## config.mk

```make
export PLATFORM = sky130hd
export DESIGN_NAME = mario_anim_ctrl
export DESIGN_NICKNAME = d
export VERILOG_FILES = /design/src/rtl/mario_anim_ctrl.sv
export SDC_FILE = /design/constraint.sdc
export NUM_CORES = 1
export LEC_CHECK = 0
export BUFFER_PORTS_ARGS = -buffer_cell sky130_fd_sc_hd__buf_2
export CORE_MARGIN = 10
export CORE_UTILIZATION = 56
export DETAILED_ROUTE_END_ITERATION = 6
export PLACE_DENSITY = 0.89
export SYNTH_ARGS = -nofsm -noshare
export SYNTH_HDL_FRONTEND = slang
export SYNTH_SLANG_ARGS = --single-unit
export TNS_END_PERCENT = 1
```

## constraint.sdc

```tcl
create_clock -name Clk -period 5.96 [get_ports Clk]
set_clock_uncertainty 0.2 [all_clocks]
set_input_delay 0.298 -clock Clk [delete_from_list [all_inputs] [get_ports Clk]]
set_output_delay 0.298 -clock Clk [all_outputs]
set_load 0.02 [all_outputs]
```

## src/rtl/mario_anim_ctrl.sv

```systemverilog
// Big-Mario animation sequencer and sprite-ROM fetch scheduler.
// Picks the sprite frame and facing once per video frame, then streams ROM reads per pixel.
module mario_anim_ctrl #(
    parameter int unsigned SPR_W    = 21,
    parameter int unsigned SPR_H    = 41,
    parameter int unsigned WALK_DIV = 6,
    parameter logic [11:0] TRANSP   = 12'h808
) (
    input  logic        Clk,
    input  logic        reset_n,
    input  logic        frame_tick,
    input  logic        walk_req,
    input  logic        face_left_req,
    input  logic        airborne,
    input  logic [9:0]  mario_x,
    input  logic [9:0]  mario_y,
    input  logic [9:0]  draw_x,
    input  logic [9:0]  draw_y,
    output logic [2:0]  rom_sel,
    output logic [9:0]  rom_addr,
    input  logic [11:0] rom_color,
    output logic        pix_valid,
    output logic [11:0] pix_color,
    output logic [2:0]  anim_state
);

    typedef enum logic [2:0] {
        StStill = 3'd0,
        StWalk1 = 3'd1,
        StWalk2 = 3'd2,
        StWalk3 = 3'd3,
        StJump  = 3'd4
    } anim_state_e;

    localparam int unsigned CntW = (WALK_DIV > 1) ? $clog2(WALK_DIV) : 1;
    localparam logic [CntW-1:0] CntLast = CntW'(WALK_DIV - 1);

    anim_state_e         state_q, state_d;
    logic                face_q, face_d;
    logic [CntW-1:0]     cnt_q, cnt_d;

    logic                in_box;
    logic [9:0]          dx, dy, col, addr_full;
    logic                in_box_d1_q;

    // Per-frame animation update; nothing changes between frame_tick pulses.
    always_comb begin
        state_d = state_q;
        face_d  = face_q;
        cnt_d   = cnt_q;
        if (frame_tick) begin
            face_d = face_left_req;
            cnt_d  = '0;
            if (airborne) begin
                state_d = StJump;
            end else if (!walk_req) begin
                state_d = StStill;
            end else begin
                unique case (state_q)
                    StWalk1: if (cnt_q == CntLast) state_d = StWalk2; else cnt_d = cnt_q + 1'b1;
                    StWalk2: if (cnt_q == CntLast) state_d = StWalk3; else cnt_d = cnt_q + 1'b1;
                    StWalk3: if (cnt_q == CntLast) state_d = StWalk1; else cnt_d = cnt_q + 1'b1;
                    default: state_d = StWalk1;
                endcase
            end
        end
    end

    always_ff @(posedge Clk or negedge reset_n) begin
        if (!reset_n) begin
            state_q <= StStill;
            face_q  <= 1'b0;
            cnt_q   <= '0;
        end else begin
            state_q <= state_d;
            face_q  <= face_d;
            cnt_q   <= cnt_d;
        end
    end

    // Box test widened to 11 bits so a sprite near x=1023 cannot wrap onto column 0.
    always_comb begin
        in_box = ({1'b0, draw_x} >= {1'b0, mario_x}) &&
                 ({1'b0, draw_x} <  {1'b0, mario_x} + 11'(SPR_W)) &&
                 ({1'b0, draw_y} >= {1'b0, mario_y}) &&
                 ({1'b0, draw_y} <  {1'b0, mario_y} + 11'(SPR_H));
        dx        = draw_x - mario_x;
        dy        = draw_y - mario_y;
        col       = face_q ? (10'(SPR_W - 1) - dx) : dx;
        addr_full = dy * 10'(SPR_W) + col;
    end

    always_ff @(posedge Clk or negedge reset_n) begin
        if (!reset_n) begin
            rom_addr    <= '0;
            rom_sel     <= 3'd0;
            in_box_d1_q <= 1'b0;
            pix_valid   <= 1'b0;
            pix_color   <= 12'h000;
        end else begin
            rom_addr    <= in_box ? addr_full : 10'd0;
            rom_sel     <= state_q;
            in_box_d1_q <= in_box;
            pix_valid   <= in_box_d1_q && (rom_color != TRANSP);
            pix_color   <= in_box_d1_q ? rom_color : 12'h000;
        end
    end

    assign anim_state = state_q;

endmodule
```

==> flow_summary.html, run 1 <==
<table>
<tr><th>Metric</th><th>Value</th></tr>
<tr><th colspan="2">Detailed routing</th></tr>
<tr><td>Number of nets with antenna violations after routing</td><td>0</td></tr>
<tr><td>Detailed-routing iteration count for the pre-antenna-repair pass</td><td>4</td></tr>
<tr><td>Vias</td><td>3151</td></tr>
<tr><td>DR WL/cell</td><td>14.22 um</td></tr>
<tr><td>Number of DRC markers in iteration 0</td><td>104</td></tr>
<tr><td>Final wirelength</td><td>8346 um</td></tr>
<tr><td>Number of vias per cell after detailed routing</td><td>5.368</td></tr>
<tr><td>Number of DRC violations after detailed routing</td><td>0</td></tr>
<tr><th colspan="2">Clock tree</th></tr>
<tr><td>CTS Buffer Depth</td><td>2</td></tr>
<tr><td>Level count of the clock H-tree</td><td>2</td></tr>
<tr><td>Buffer type at the clock tree root</td><td>sky130_fd_sc_hd__clkbuf_8</td></tr>
<tr><td>Number of hold buffers added after CTS</td><td>1</td></tr>
<tr><td>Clock latency reported for the late side of the worst-skew pair</td><td>0.28 ns</td></tr>
<tr><td>TritonCTS clock tree</td><td>built</td></tr>
<tr><td>Register clock-pin slew on the reported worst setup and hold paths</td><td>0.07 ns</td></tr>
<tr><td>Clock buffers created by TritonCTS</td><td>5</td></tr>
<tr><td>Post-CTS setup buffer count</td><td>0</td></tr>
<tr><td>PostCTS Resize Cnt</td><td>0</td></tr>
<tr><td>TritonCTS Sinks</td><td>34</td></tr>
<tr><th colspan="2">Run</th></tr>
<tr><td>Max capacitance violation total</td><td>0</td></tr>
<tr><th colspan="2">Synthesis</th></tr>
<tr><td>Yosys Warn Count</td><td>0</td></tr>
<tr><td>Post-synthesis async set-or-reset flop share</td><td>100.0%</td></tr>
<tr><td>Synth Net Count</td><td>557</td></tr>
<tr><td>Largest area contributor in the netlist</td><td>sky130_fd_sc_hd__ha_1</td></tr>
<tr><td>Share of the synthesized area in the top cell type</td><td>22.46%</td></tr>
<tr><td>Most common flop cell mapped by yosys</td><td>sky130_fd_sc_hd__dfrtp_1</td></tr>
<tr><td>Proportion of synthesized chip area in sequential cells</td><td>22.14%</td></tr>
<tr><td>Synth Register Bits</td><td>34</td></tr>
<tr><td>Netlist area before placement</td><td>3844 um^2</td></tr>
<tr><td>Mapped Cells</td><td>417</td></tr>
<tr><td>Mean Syn Cell Area</td><td>9.217 um^2</td></tr>
<tr><td>Number of synthesized flops with an enable pin</td><td>0</td></tr>
<tr><td>Top cells by area in the synthesized netlist</td><td>sky130_fd_sc_hd__ha_1, sky130_fd_sc_hd__dfrtp_1, sky130_fd_sc_hd__xnor2_1</td></tr>
<tr><td>Number of unique standard cell types used by synthesis</td><td>47</td></tr>
<tr><td>Leading cell type by number of instances after synthesis</td><td>sky130_fd_sc_hd__ha_1</td></tr>
<tr><td>Leading cell types by count after synthesis</td><td>sky130_fd_sc_hd__ha_1, sky130_fd_sc_hd__inv_1, sky130_fd_sc_hd__xnor2_1</td></tr>
<tr><th colspan="2">Finish</th></tr>
<tr><td>Total number of nets in the final design</td><td>646</td></tr>
<tr><td>Share of final-layout standard cells stronger than drive strength 1</td><td>20.51%</td></tr>
<tr><td># diodes</td><td>0</td></tr>
<tr><td>Layout overhead on the synthesized area</td><td>17.15%</td></tr>
<tr><th colspan="2">Worst setup path</th></tr>
<tr><td>Critical path buffers and inverters</td><td>5</td></tr>
<tr><td>Max stage delay on crit path</td><td>0.53 ns</td></tr>
<tr><td>Worst EP arrival</td><td>5.28 ns</td></tr>
<tr><td>Worst Setup SP</td><td>draw_x[0]</td></tr>
<tr><td>Most frequent cell on the critical path</td><td>sky130_fd_sc_hd__inv_1</td></tr>
<tr><td>Start of the worst register-to-register path</td><td>face_q</td></tr>
<tr><td>Terminus of the critical flop-to-flop path</td><td>rom_addr[9]</td></tr>
<tr><td>List of cells traversed by the critical path</td><td>buf_2, inv_1, ha_1, inv_1, fa_1, xnor2_2, nor2_1, or4_1, o211ai_2, nand2b_1, o21ai_0, xnor2_1, ha_1, fa_1, inv_1, fa_1, inv_1, ha_1, o21a_1, nor2_1, a21oi_1, xnor3_1, xnor3_1, nor2b_1</td></tr>
<tr><td>Category of cells accounting for the largest share of critical-path delay</td><td>adder cells</td></tr>
<tr><td>Critical path depth in cells</td><td>24</td></tr>
<tr><td>Crit Path Max Fanout</td><td>4</td></tr>
<tr><td>Cell with the biggest individual delay on the critical path</td><td>sky130_fd_sc_hd__fa_1</td></tr>
<tr><td>Register-to-Register Setup Slack</td><td>1.49 ns</td></tr>
<tr><td>Count of cells along the worst register-to-register path</td><td>16</td></tr>
<tr><td>Crit start category</td><td>input pin</td></tr>
<tr><td>Type of the worst setup path</td><td>input pin to flop</td></tr>
<tr><td>Category of the worst setup path capture point</td><td>flop</td></tr>
<tr><td>Termination of the worst setup path</td><td>rom_addr[9]</td></tr>
<tr><td>Worst Path Required</td><td>5.98 ns</td></tr>
<tr><th colspan="2">Floorplanning</th></tr>
<tr><td>Effective utilization at floorplan</td><td>57.21%</td></tr>
<tr><td>Width of the chip</td><td>102.8 um</td></tr>
<tr><td>Number of top-level pins</td><td>87</td></tr>
<tr><td># rows</td><td>30</td></tr>
<tr><td>Die outline height</td><td>102.8 um</td></tr>
<tr><td>Area of the die</td><td>10580 um^2</td></tr>
<tr><td>Standard cell core area</td><td>6719 um^2</td></tr>
<tr><th colspan="2">Place</th></tr>
<tr><td>Total of buffers placed on input and output ports</td><td>86</td></tr>
<tr><td>Global placement routability congestion</td><td>0.8661</td></tr>
<tr><td>Half-perimeter wire length after placement</td><td>7242 um</td></tr>
<tr><th colspan="2">Global routing</th></tr>
<tr><td>Pin count of the biggest net entering global routing</td><td>35</td></tr>
<tr><td>Number of global-route vias before repair</td><td>3278</td></tr>
<tr><td>Global-route wire length before repair</td><td>14140 um</td></tr>
<tr><td>Number of antenna violations at the first check in global routing</td><td>0</td></tr>
<tr><td>Aggregate global routing overflow</td><td>0</td></tr>
<tr><td>GR Util All Layers</td><td>16.34%</td></tr>
<tr><th colspan="2">Timing</th></tr>
<tr><td>Part of the cycle the worst path needs</td><td>88.23%</td></tr>
<tr><td>Actual slew at the worst max-slew pin</td><td>0.8432 ns</td></tr>
<tr><td>Final critical delay including setup and external delays</td><td>5.259 ns</td></tr>
<tr><td>Final count of negative-setup-slack endpoints</td><td>0</td></tr>
<tr><td>Setup repair after global routing missed its margin</td><td>false</td></tr>
<tr><td>Slew margin rel.</td><td>43.36%</td></tr>
<tr><td>Final hold vios</td><td>0</td></tr>
<tr><td>Setup tns final</td><td>0 ns</td></tr>
<tr><td>Achievable Freq</td><td>190.2 MHz</td></tr>
<tr><td>Final Slew Violations</td><td>0</td></tr>
<tr><th colspan="2">Outcome</th></tr>
<tr><td>Status</td><td>completed</td></tr>
<tr><th colspan="2">Power</th></tr>
<tr><td>Peak supply drop</td><td>0.0002889 V</td></tr>
<tr><td>Final total power</td><td>1.802 mW</td></tr>
<tr><td>Lkg Pwr</td><td>2.430 nW</td></tr>
<tr><td>Power density over the cells</td><td>400.1 nW/um^2</td></tr>
<tr><th colspan="2">Hold path</th></tr>
<tr><td>Class of the tightest hold or removal check</td><td>input pin to flop</td></tr>
</table>
[area by class of cell]
type                    instances  area (um^2)
multi-input cells             316         2741
fillers                       538         2216
flip-flops and latches         34        850.8
repair buffers                 87        440.4
inverters                      62        232.7
well taps                      80        100.1
clock buffers                   5        68.82
clock inverters                 3        68.82
[per-layer routing]
layer | up-vias | part of all wire [%] | wire length (um) | GRT usage (%)
met1 | 1425 | 43 | 3571 | 19.72
met5 | - | 0 | 0 | 0
li1 | 1616 | - | - | -
met2 | 100 | 49 | 4085 | 29.39
met3 | 10 | 7.3 | 606 | 3.016
met4 | 0 | 0.98 | 82 | 3.636
[where the power goes]
| part | switching [mW] | internal [mW] | leakage (nW) |
|---|---|---|---|
| clock network | 0.0838 | 0.167 | 0.0683 |
| registers | 0.0106 | 0.252 | 0.463 |
| logic | 0.647 | 0.641 | 1.90 |
[worst reg2reg max path: stages (launching register included)]
cell and delay, ns:
sky130_fd_sc_hd__dfrtp_1 0.52, sky130_fd_sc_hd__inv_1 0.10, sky130_fd_sc_hd__or3_1 0.39, sky130_fd_sc_hd__xnor2_1 0.14
sky130_fd_sc_hd__ha_1 0.30, sky130_fd_sc_hd__ha_1 0.29, sky130_fd_sc_hd__inv_1 0.06, sky130_fd_sc_hd__fa_1 0.53
sky130_fd_sc_hd__inv_1 0.05, sky130_fd_sc_hd__ha_1 0.31, sky130_fd_sc_hd__a21oi_1 0.24, sky130_fd_sc_hd__o21bai_1 0.09
sky130_fd_sc_hd__a21oi_1 0.23, sky130_fd_sc_hd__a21oi_1 0.10, sky130_fd_sc_hd__xnor3_1 0.39, sky130_fd_sc_hd__xnor3_1 0.35
sky130_fd_sc_hd__nor2b_1 0.11
[cells by family (layout without fill, tap and decap cells)]
logic type                 after synthesis  after routing  share of synthesized area, %
AOI/OAI and AO/OA                       82             82                         14.42
adders and majority gates               82             82                         29.23
buffers and inverters                   67            157                         6.543
and+or+nand+nor                         97             97                         14.03
DFF                                     34             34                         22.14
xor gates and xnor gates                51             51                         12.53
muxes                                    4              4                         1.107
[worst min-delay path by stage]
stage | startpoint | to | slack [ns] | cells after the start
finish | face_left_req | face_q | 0.04 | 2
global route | rom_color[8] | pix_color[8] | 0.04 | 2
CTS | rom_color[8] | pix_color[8] | 0.04 | 2
detailed placement | reset_n | pix_color[0] | 0.20 | 1
global placement | reset_n | rom_addr[6] | 0.19 | 1
floorplan | reset_n | anim_state[0] | -0.20 | 0
[layout by cell type (no fill, tap or decap), drive strengths merged, types with 2 or more instances in the layout]
cell type	n
inv	62
mux2i	2
o21ai	17
nor2	21
buf	86
a21o	14
fa	13
nand2b	4
nand3	2
o2111ai	3
o21bai	4
clkbuf	5
nor3	8
o22ai	3
xnor2	40
xnor3	2
o21a	8
nor4	8
a31oi	2
a211oi	8
nor4b	2
and2	17
a21oi	18
xor2	9
mux2	2
nand2	14
bufinv	2
or3	3
nor2b	6
ha	69
nand4	6
dfrtp	34
[registers in the layout, summed over array words and instances (netlist names)]
signal,cells
pix_valid,1
rom_sel,3
pix_color,12
face_q,1
cnt_q,3
rom_addr,10
anim_state,3
in_box_d1_q,1
[stage by stage]
step | setup WS (ns) | cell area, um^2 | utilization, % | hold slack (ns) | std cells
finish | 0.7013 | 4503 | 67.02 | 0.04281 | 587
global route | 0.3643 | 4503 | 67.02 | 0.03889 | 587
CTS | 0.6922 | 4503 | 67.02 | 0.03593 | 587
detailed placement | 0.3870 | 4355 | 64.82 | 0.1961 | 578
global placement | 0.5486 | 4355 | 64.82 | 0.1872 | 578
floorplan | 0.7797 | 3844 | - | -0.1976 | 417
Note: power is estimated with default switching activity, not from simulation.
==> inputs of run 2 (changes only) <==
--- a/config.mk
+++ b/config.mk
@@ -6,10 +6,12 @@
 export NUM_CORES = 1
 export LEC_CHECK = 0
 export BUFFER_PORTS_ARGS = -buffer_cell sky130_fd_sc_hd__buf_2
+export CELL_PAD_IN_SITES_DETAIL_PLACEMENT = 2
+export CELL_PAD_IN_SITES_GLOBAL_PLACEMENT = 2
 export CORE_MARGIN = 10
-export CORE_UTILIZATION = 56
+export CORE_UTILIZATION = 34
 export DETAILED_ROUTE_END_ITERATION = 6
-export PLACE_DENSITY = 0.89
+export PLACE_DENSITY = 0.9
 export SYNTH_ARGS = -nofsm -noshare
 export SYNTH_HDL_FRONTEND = slang
 export SYNTH_SLANG_ARGS = --single-unit
==> flow_summary.html, run 2 (synthesis gave the netlist of run 1 again) <==
<table>
<tr><th>Metric</th><th>Value</th></tr>
<tr><th colspan="2">Clock tree</th></tr>
<tr><td>PostCTS Resize Cnt</td><td>0</td></tr>
<tr><td>Clock latency reported for the late side of the worst-skew pair</td><td>0.28 ns</td></tr>
<tr><td>TritonCTS clock tree</td><td>built</td></tr>
<tr><td>Buffer type at the clock tree root</td><td>sky130_fd_sc_hd__clkbuf_16</td></tr>
<tr><td>CTS Buffer Depth</td><td>2</td></tr>
<tr><td>Clock buffers created by TritonCTS</td><td>5</td></tr>
<tr><td>TritonCTS Sinks</td><td>34</td></tr>
<tr><td>Register clock-pin slew on the reported worst setup and hold paths</td><td>0.06 ns</td></tr>
<tr><td>Level count of the clock H-tree</td><td>2</td></tr>
<tr><th colspan="2">Global routing</th></tr>
<tr><td>Aggregate global routing overflow</td><td>0</td></tr>
<tr><td>Number of global-route vias before repair</td><td>4022</td></tr>
<tr><td>Global-route wire length before repair</td><td>21490 um</td></tr>
<tr><td>GR Util All Layers</td><td>16.39%</td></tr>
<tr><td>Number of antenna violations at the first check in global routing</td><td>0</td></tr>
<tr><td>Pin count of the biggest net entering global routing</td><td>35</td></tr>
<tr><th colspan="2">Timing</th></tr>
<tr><td>Final Slew Violations</td><td>0</td></tr>
<tr><td>Setup tns final</td><td>0 ns</td></tr>
<tr><td>Setup repair after global routing missed its margin</td><td>false</td></tr>
<tr><td>Slew margin rel.</td><td>32.38%</td></tr>
<tr><td>Actual slew at the worst max-slew pin</td><td>1.007 ns</td></tr>
<tr><td>Final hold vios</td><td>0</td></tr>
<tr><td>Final worst-path setup slack</td><td>0.3928 ns</td></tr>
<tr><td>Final critical delay including setup and external delays</td><td>5.567 ns</td></tr>
<tr><td>Achievable Freq</td><td>179.6 MHz</td></tr>
<tr><td>Part of the cycle the worst path needs</td><td>93.41%</td></tr>
<tr><td>Final count of negative-setup-slack endpoints</td><td>0</td></tr>
<tr><th colspan="2">Hold path</th></tr>
<tr><td>Hold path startpoint</td><td>rom_color[2]</td></tr>
<tr><td>Class of the tightest hold or removal check</td><td>input pin to flop</td></tr>
<tr><td>Hold Path End</td><td>pix_color[2]</td></tr>
<tr><td>Hold Path Cell Cnt</td><td>2</td></tr>
<tr><th colspan="2">Floorplanning</th></tr>
<tr><td>Die outline height</td><td>126.3 um</td></tr>
<tr><td># rows</td><td>38</td></tr>
<tr><td>Area of the die</td><td>15960 um^2</td></tr>
<tr><td>Width of the chip</td><td>126.3 um</td></tr>
<tr><td>Number of top-level pins</td><td>87</td></tr>
<tr><td>Effective utilization at floorplan</td><td>35.15%</td></tr>
<tr><td>Standard cell core area</td><td>10940 um^2</td></tr>
<tr><th colspan="2">Worst setup path</th></tr>
<tr><td>Worst Path Required</td><td>5.97 ns</td></tr>
<tr><td>Type of the worst setup path</td><td>input pin to flop</td></tr>
<tr><td>Crit start category</td><td>input pin</td></tr>
<tr><td>Start of the worst register-to-register path</td><td>face_q</td></tr>
<tr><td>Count of cells along the worst register-to-register path</td><td>16</td></tr>
<tr><td>Category of the worst setup path capture point</td><td>flop</td></tr>
<tr><td>Terminus of the critical flop-to-flop path</td><td>rom_addr[9]</td></tr>
<tr><td>Worst EP arrival</td><td>5.57 ns</td></tr>
<tr><td>Register-to-Register Setup Slack</td><td>1.18 ns</td></tr>
<tr><td>Worst Setup SP</td><td>draw_x[0]</td></tr>
<tr><td>Crit Path Max Fanout</td><td>4</td></tr>
<tr><th colspan="2">Finish</th></tr>
<tr><td># diodes</td><td>0</td></tr>
<tr><td>Most frequent standard cell in the layout excluding fill and tap cells</td><td>sky130_fd_sc_hd__buf_2</td></tr>
<tr><td>Register with the most flip-flops</td><td>pix_color</td></tr>
<tr><td>Flip-flop count of the largest register, all copies and words added</td><td>12</td></tr>
<tr><td>Share of final-layout standard cells stronger than drive strength 1</td><td>20.12%</td></tr>
<tr><td>Total number of nets in the final design</td><td>646</td></tr>
<tr><td>Highest-count cells in the layout ignoring fill and taps</td><td>sky130_fd_sc_hd__buf_2, sky130_fd_sc_hd__ha_1, sky130_fd_sc_hd__inv_1</td></tr>
<tr><td>Layout overhead on the synthesized area</td><td>19.76%</td></tr>
<tr><td>Largest registers</td><td>pix_color (12), rom_addr (10)</td></tr>
<tr><td>Finished Core Util</td><td>42.09%</td></tr>
<tr><td>Filler Cell Count</td><td>1241</td></tr>
<tr><th colspan="2">Detailed routing</th></tr>
<tr><td>DR WL/cell</td><td>20.08 um</td></tr>
<tr><td>Vias</td><td>3355</td></tr>
<tr><td>Number of nets with antenna violations after routing</td><td>0</td></tr>
<tr><td>Final wirelength</td><td>12990 um</td></tr>
<tr><td>Number of DRC markers in iteration 0</td><td>92</td></tr>
<tr><td>Number of DRC violations after detailed routing</td><td>0</td></tr>
<tr><td>Detailed-routing iteration count for the pre-antenna-repair pass</td><td>4</td></tr>
<tr><td>Number of vias per cell after detailed routing</td><td>5.185</td></tr>
<tr><th colspan="2">Power</th></tr>
<tr><td>Power density over the cells</td><td>438.3 nW/um^2</td></tr>
<tr><td>Lkg Pwr</td><td>2.440 nW</td></tr>
<tr><td>Peak supply drop</td><td>0.0002724 V</td></tr>
<tr><th colspan="2">Run</th></tr>
<tr><td>Max capacitance violation total</td><td>0</td></tr>
<tr><th colspan="2">Place</th></tr>
<tr><td>Total of buffers placed on input and output ports</td><td>86</td></tr>
<tr><td>Half-perimeter wire length after placement</td><td>11180 um</td></tr>
<tr><td>Placement-stage worst setup slack</td><td>0.1342 ns</td></tr>
<tr><td>Global placement routability congestion</td><td>0.8662</td></tr>
<tr><th colspan="2">Outcome</th></tr>
<tr><td>Status</td><td>completed</td></tr>
</table>
run 2: cell types whose count changed in the layout (fill, tap and decap cells not counted):
cell / previous run / this run
sky130_fd_sc_hd__bufinv_16: 2 / 1
sky130_fd_sc_hd__clkbuf_16: 0 / 5
sky130_fd_sc_hd__clkinv_4: 1 / 0
sky130_fd_sc_hd__clkbuf_1: 0 / 2
sky130_fd_sc_hd__clkbuf_8: 5 / 0
run 2: area by class of cell:
type	count	area [um^2]	share of cell area [%]
Clock buffer	7	132.6	2.881
Clock inverter	1	30.03	0.6524
Inverter	62	232.7	5.056
Multi-Input combinational cell	316	2741	59.55
Sequential cell	34	850.8	18.48
Tap cell	140	175.2	3.805
Timing Repair Buffer	87	440.4	9.568
run 2: stage by stage:
stage	instance area, um^2	hold slack [ns]	std cells	power (mW)
CTS	4603	0.04982	647	2.034
global route	4603	0.06872	647	2.180
floorplan	3844	-0.1976	417	1.280
finish	4603	0.05343	647	2.018
detailed placement	4431	0.2182	638	1.677
global placement	4431	0.1908	638	1.485
run 2: worst max-delay path by stage:
| stage | cells past startpoint | end | slack (ns) |
|---|---|---|---|
| 3_5_place_dp | 24 | rom_addr[9] | 0.13 |
| 4_1_cts | 24 | rom_addr[9] | 0.36 |
| 3_3_place_gp | 24 | rom_addr[9] | 0.52 |
| 6_report | 24 | rom_addr[9] | 0.39 |
| 5_1_grt | 24 | rom_addr[9] | 0.07 |
| 2_1_floorplan | 23 | rom_addr[9] | 0.78 |
run 2: per-layer routing:
| metal | vias up | global-route usage, % | part of all wire [%] |
|---|---|---|---|
| li1 | 1609 | - | - |
| met1 | 1669 | 16.82 | 38 |
| met2 | 58 | 33.07 | 57 |
| met3 | 19 | 2.499 | 3.0 |
| met4 | 0 | 4.488 | 2.1 |
| met5 | - | 0 | 0 |
run 2: critical path: stages:
cell	delay, ns
sky130_fd_sc_hd__buf_2	0.09
sky130_fd_sc_hd__inv_1	0.07
sky130_fd_sc_hd__ha_1	0.16
sky130_fd_sc_hd__inv_1	0.05
sky130_fd_sc_hd__fa_1	0.42
sky130_fd_sc_hd__xnor2_2	0.26
sky130_fd_sc_hd__nor2_1	0.09
sky130_fd_sc_hd__or4_1	0.42
sky130_fd_sc_hd__o211ai_2	0.11
sky130_fd_sc_hd__nand2b_1	0.11
sky130_fd_sc_hd__o21ai_0	0.21
sky130_fd_sc_hd__xnor2_1	0.17
sky130_fd_sc_hd__ha_1	0.29
sky130_fd_sc_hd__fa_1	0.50
sky130_fd_sc_hd__inv_1	0.06
sky130_fd_sc_hd__fa_1	0.55
sky130_fd_sc_hd__inv_1	0.05
sky130_fd_sc_hd__ha_1	0.32
sky130_fd_sc_hd__o21a_1	0.12
sky130_fd_sc_hd__nor2_1	0.05
sky130_fd_sc_hd__a21oi_1	0.22
sky130_fd_sc_hd__xnor3_1	0.46
sky130_fd_sc_hd__xnor3_1	0.34
sky130_fd_sc_hd__nor2b_1	0.13
run 2: what timing repair did:
item | CTS | global route
hold endpoints to repair | 34 | 0
buffers inserted | 0 | 0
hold buffers | 1 | 0
run 2: report_power, final:
group          internal, mW  switching (mW)
Combinational         0.665           0.792
Clock                 0.198          0.0956
Sequential            0.253          0.0144
==> inputs of run 3 (changes only) <==
--- a/config.mk
+++ b/config.mk
@@ -9,9 +9,10 @@
 export CELL_PAD_IN_SITES_DETAIL_PLACEMENT = 2
 export CELL_PAD_IN_SITES_GLOBAL_PLACEMENT = 2
 export CORE_MARGIN = 10
-export CORE_UTILIZATION = 34
+export CORE_UTILIZATION = 30
 export DETAILED_ROUTE_END_ITERATION = 6
-export PLACE_DENSITY = 0.9
+export PLACE_DENSITY_LB_ADDON = 0.1
+export RECOVER_POWER = 25
 export SYNTH_ARGS = -nofsm -noshare
 export SYNTH_HDL_FRONTEND = slang
 export SYNTH_SLANG_ARGS = --single-unit
==> flow_summary.html, run 3 (synthesis gave the netlist of run 1 again) <==
<table>
<tr><th>Metric</th><th>Value</th></tr>
<tr><th colspan="2">Timing</th></tr>
<tr><td>Final hold vios</td><td>0</td></tr>
<tr><td>Setup tns final</td><td>0 ns</td></tr>
<tr><td>Final Slew Violations</td><td>0</td></tr>
<tr><td>Final worst-path setup slack</td><td>0.7137 ns</td></tr>
<tr><td>Setup repair after global routing missed its margin</td><td>false</td></tr>
<tr><td>Slew margin rel.</td><td>32.99%</td></tr>
<tr><td>Actual slew at the worst max-slew pin</td><td>0.9974 ns</td></tr>
<tr><td>Final count of negative-setup-slack endpoints</td><td>0</td></tr>
<tr><td>Achievable Freq</td><td>190.6 MHz</td></tr>
<tr><td>Final critical delay including setup and external delays</td><td>5.246 ns</td></tr>
<tr><td>Part of the cycle the worst path needs</td><td>88.03%</td></tr>
<tr><th colspan="2">Worst setup path</th></tr>
<tr><td>Worst Path Required</td><td>5.96 ns</td></tr>
<tr><td>Type of the worst setup path</td><td>input pin to flop</td></tr>
<tr><td>Crit Path Max Fanout</td><td>4</td></tr>
<tr><td>Category of the worst setup path capture point</td><td>flop</td></tr>
<tr><td>Count of cells along the worst register-to-register path</td><td>16</td></tr>
<tr><td>Worst EP arrival</td><td>5.24 ns</td></tr>
<tr><td>Start of the worst register-to-register path</td><td>face_q</td></tr>
<tr><td>Terminus of the critical flop-to-flop path</td><td>rom_addr[9]</td></tr>
<tr><td>Crit start category</td><td>input pin</td></tr>
<tr><td>Register-to-Register Setup Slack</td><td>1.52 ns</td></tr>
<tr><th colspan="2">Clock tree</th></tr>
<tr><td>TritonCTS clock tree</td><td>built</td></tr>
<tr><td>Number of hold buffers added after CTS</td><td>1</td></tr>
<tr><td>Clock buffers created by TritonCTS</td><td>5</td></tr>
<tr><td>Register clock-pin slew on the reported worst setup and hold paths</td><td>0.05 ns</td></tr>
<tr><td>Buffer type at the clock tree root</td><td>sky130_fd_sc_hd__clkbuf_16</td></tr>
<tr><td>TritonCTS Sinks</td><td>34</td></tr>
<tr><td>Post-CTS setup buffer count</td><td>0</td></tr>
<tr><td>Clock latency reported for the late side of the worst-skew pair</td><td>0.27 ns</td></tr>
<tr><td>Level count of the clock H-tree</td><td>2</td></tr>
<tr><td>CTS Buffer Depth</td><td>2</td></tr>
<tr><td>PostCTS Resize Cnt</td><td>0</td></tr>
<tr><th colspan="2">Finish</th></tr>
<tr><td>Largest registers</td><td>pix_color (12), rom_addr (10)</td></tr>
<tr><td># diodes</td><td>0</td></tr>
<tr><td>Layout overhead on the synthesized area</td><td>20.31%</td></tr>
<tr><td>Highest-count cells in the layout ignoring fill and taps</td><td>sky130_fd_sc_hd__buf_2, sky130_fd_sc_hd__ha_1, sky130_fd_sc_hd__inv_1</td></tr>
<tr><td>Share of final-layout standard cells stronger than drive strength 1</td><td>19.33%</td></tr>
<tr><td>Flip-flop count of the largest register, all copies and words added</td><td>12</td></tr>
<tr><td>Filler Cell Count</td><td>1440</td></tr>
<tr><td>Post-route insts no fill</td><td>679</td></tr>
<tr><td>Total number of nets in the final design</td><td>646</td></tr>
<tr><td>Most frequent standard cell in the layout excluding fill and tap cells</td><td>sky130_fd_sc_hd__buf_2</td></tr>
<tr><td>Register with the most flip-flops</td><td>pix_color</td></tr>
<tr><th colspan="2">Power</th></tr>
<tr><td>Net load switching power</td><td>0.7396 mW</td></tr>
<tr><td>Peak supply drop</td><td>0.0001892 V</td></tr>
<tr><td>Power density over the cells</td><td>387.8 nW/um^2</td></tr>
<tr><td>Internal power</td><td>1.054 mW</td></tr>
<tr><td>Lkg Pwr</td><td>2.398 nW</td></tr>
<tr><td>Share of total power in sequential cells</td><td>14.7%</td></tr>
<tr><td>Combinational power share</td><td>71.2%</td></tr>
<tr><td>Switching power share of the total</td><td>41.24%</td></tr>
<tr><td>Final total power</td><td>1.793 mW</td></tr>
<tr><td>Clock power share</td><td>14.0%</td></tr>
<tr><th colspan="2">Hold path</th></tr>
<tr><td>Class of the tightest hold or removal check</td><td>input pin to flop</td></tr>
<tr><td>Hold Path End</td><td>pix_color[3]</td></tr>
<tr><td>Hold path startpoint</td><td>rom_color[3]</td></tr>
<tr><td>Hold Path Cell Cnt</td><td>2</td></tr>
<tr><th colspan="2">Global routing</th></tr>
<tr><td>Number of antenna violations at the first check in global routing</td><td>0</td></tr>
<tr><td>Number of global-route vias before repair</td><td>3627</td></tr>
<tr><td>Global-route wire length before repair</td><td>17970 um</td></tr>
<tr><td>Aggregate global routing overflow</td><td>0</td></tr>
<tr><td>GR Util All Layers</td><td>12.03%</td></tr>
<tr><td>Pin count of the biggest net entering global routing</td><td>35</td></tr>
<tr><th colspan="2">Floorplanning</th></tr>
<tr><td>Number of top-level pins</td><td>87</td></tr>
<tr><td>Area of the die</td><td>17740 um^2</td></tr>
<tr><td>Die outline height</td><td>133.2 um</td></tr>
<tr><td># rows</td><td>41</td></tr>
<tr><td>Standard cell core area</td><td>12570 um^2</td></tr>
<tr><td>Width of the chip</td><td>133.2 um</td></tr>
<tr><td>Effective utilization at floorplan</td><td>30.58%</td></tr>
<tr><th colspan="2">Detailed routing</th></tr>
<tr><td>Vias</td><td>3205</td></tr>
<tr><td>Number of vias per cell after detailed routing</td><td>4.720</td></tr>
<tr><td>DR WL/cell</td><td>15.67 um</td></tr>
<tr><td>Number of DRC violations after detailed routing</td><td>0</td></tr>
<tr><td>Detailed-routing iteration count for the pre-antenna-repair pass</td><td>4</td></tr>
<tr><td>Final wirelength</td><td>10640 um</td></tr>
<tr><td>Number of nets with antenna violations after routing</td><td>0</td></tr>
<tr><td>Number of DRC markers in iteration 0</td><td>69</td></tr>
<tr><th colspan="2">Place</th></tr>
<tr><td>Global placement routability congestion</td><td>0.8014</td></tr>
<tr><td>Placed cells</td><td>670</td></tr>
<tr><td>Placement-stage worst setup slack</td><td>0.4199 ns</td></tr>
<tr><td>Half-perimeter wire length after placement</td><td>9514 um</td></tr>
<tr><td>Total of buffers placed on input and output ports</td><td>86</td></tr>
<tr><th colspan="2">Run</th></tr>
<tr><td>Max capacitance violation total</td><td>0</td></tr>
<tr><th colspan="2">Outcome</th></tr>
<tr><td>Status</td><td>completed</td></tr>
</table>
-- run 3: worst max-delay path: stages --
cell and delay [ns]:
sky130_fd_sc_hd__buf_2 0.10, sky130_fd_sc_hd__inv_1 0.06, sky130_fd_sc_hd__ha_1 0.17, sky130_fd_sc_hd__inv_1 0.05
sky130_fd_sc_hd__fa_1 0.42, sky130_fd_sc_hd__xnor2_2 0.25, sky130_fd_sc_hd__nor2_1 0.10, sky130_fd_sc_hd__or4_1 0.42
sky130_fd_sc_hd__o211ai_2 0.10, sky130_fd_sc_hd__nand2b_1 0.10, sky130_fd_sc_hd__o21ai_0 0.20, sky130_fd_sc_hd__xnor2_1 0.14
sky130_fd_sc_hd__ha_1 0.25, sky130_fd_sc_hd__fa_1 0.48, sky130_fd_sc_hd__inv_1 0.05, sky130_fd_sc_hd__fa_1 0.53
sky130_fd_sc_hd__inv_1 0.04, sky130_fd_sc_hd__ha_1 0.33, sky130_fd_sc_hd__o21a_1 0.18, sky130_fd_sc_hd__nor2_1 0.08
sky130_fd_sc_hd__a21oi_1 0.05, sky130_fd_sc_hd__xnor3_1 0.38, sky130_fd_sc_hd__xnor3_1 0.34, sky130_fd_sc_hd__nor2b_1 0.11
-- run 3: area by class of cell --
cell class | count | area (um^2) | share of cell area, %
multi-input combinational | 316 | 2741 | 59.28
sequential | 34 | 850.8 | 18.40
timing repair buffer | 87 | 432.9 | 9.361
inverter | 62 | 232.7 | 5.032
tap | 172 | 215.2 | 4.654
clock buffer | 6 | 138.9 | 3.003
clock inverter | 2 | 12.51 | 0.2706
-- run 3: through the flow --
stage	cell area [um^2]	util [%]	hold WS, ns
2_1_floorplan	3844	-	-0.1976
3_3_place_gp	4471	35.57	0.2096
3_5_place_dp	4471	35.57	0.2062
4_1_cts	4632	36.85	0.04893
5_1_grt	4624	36.79	0.05635
6_report	4624	36.79	0.05407
-- run 3: how the worst max path moves through the flow --
stage,start,cells past startpoint,end
2_1_floorplan,draw_x[0],23,rom_addr[9]
3_3_place_gp,draw_x[0],24,rom_addr[9]
3_5_place_dp,draw_x[0],24,rom_addr[9]
4_1_cts,draw_x[0],24,rom_addr[9]
5_1_grt,draw_x[0],24,rom_addr[9]
6_report,draw_x[0],24,rom_addr[9]
-- run 3: power groups by stage --
stage | logic, mW | registers (mW) | clock network, mW
final | 1.28 | 0.264 | 0.252
after CTS | 1.31 | 0.264 | 0.260
after floorplan | 0.988 | 0.292 | 0
after detailed placement | 1.30 | 0.268 | 0
after global placement | 1.26 | 0.267 | 0
after global routing | 1.48 | 0.267 | 0.271
-- run 3: per-layer routing --
metal	wire (um)	up-vias	track usage, %	part of all wire, %
met5	0	-	0	0
met4	46	0	1.814	0.43
met3	396	4	2.331	3.7
met2	4994	61	20.70	47
met1	5202	1535	15.51	49
li1	-	1605	-	-
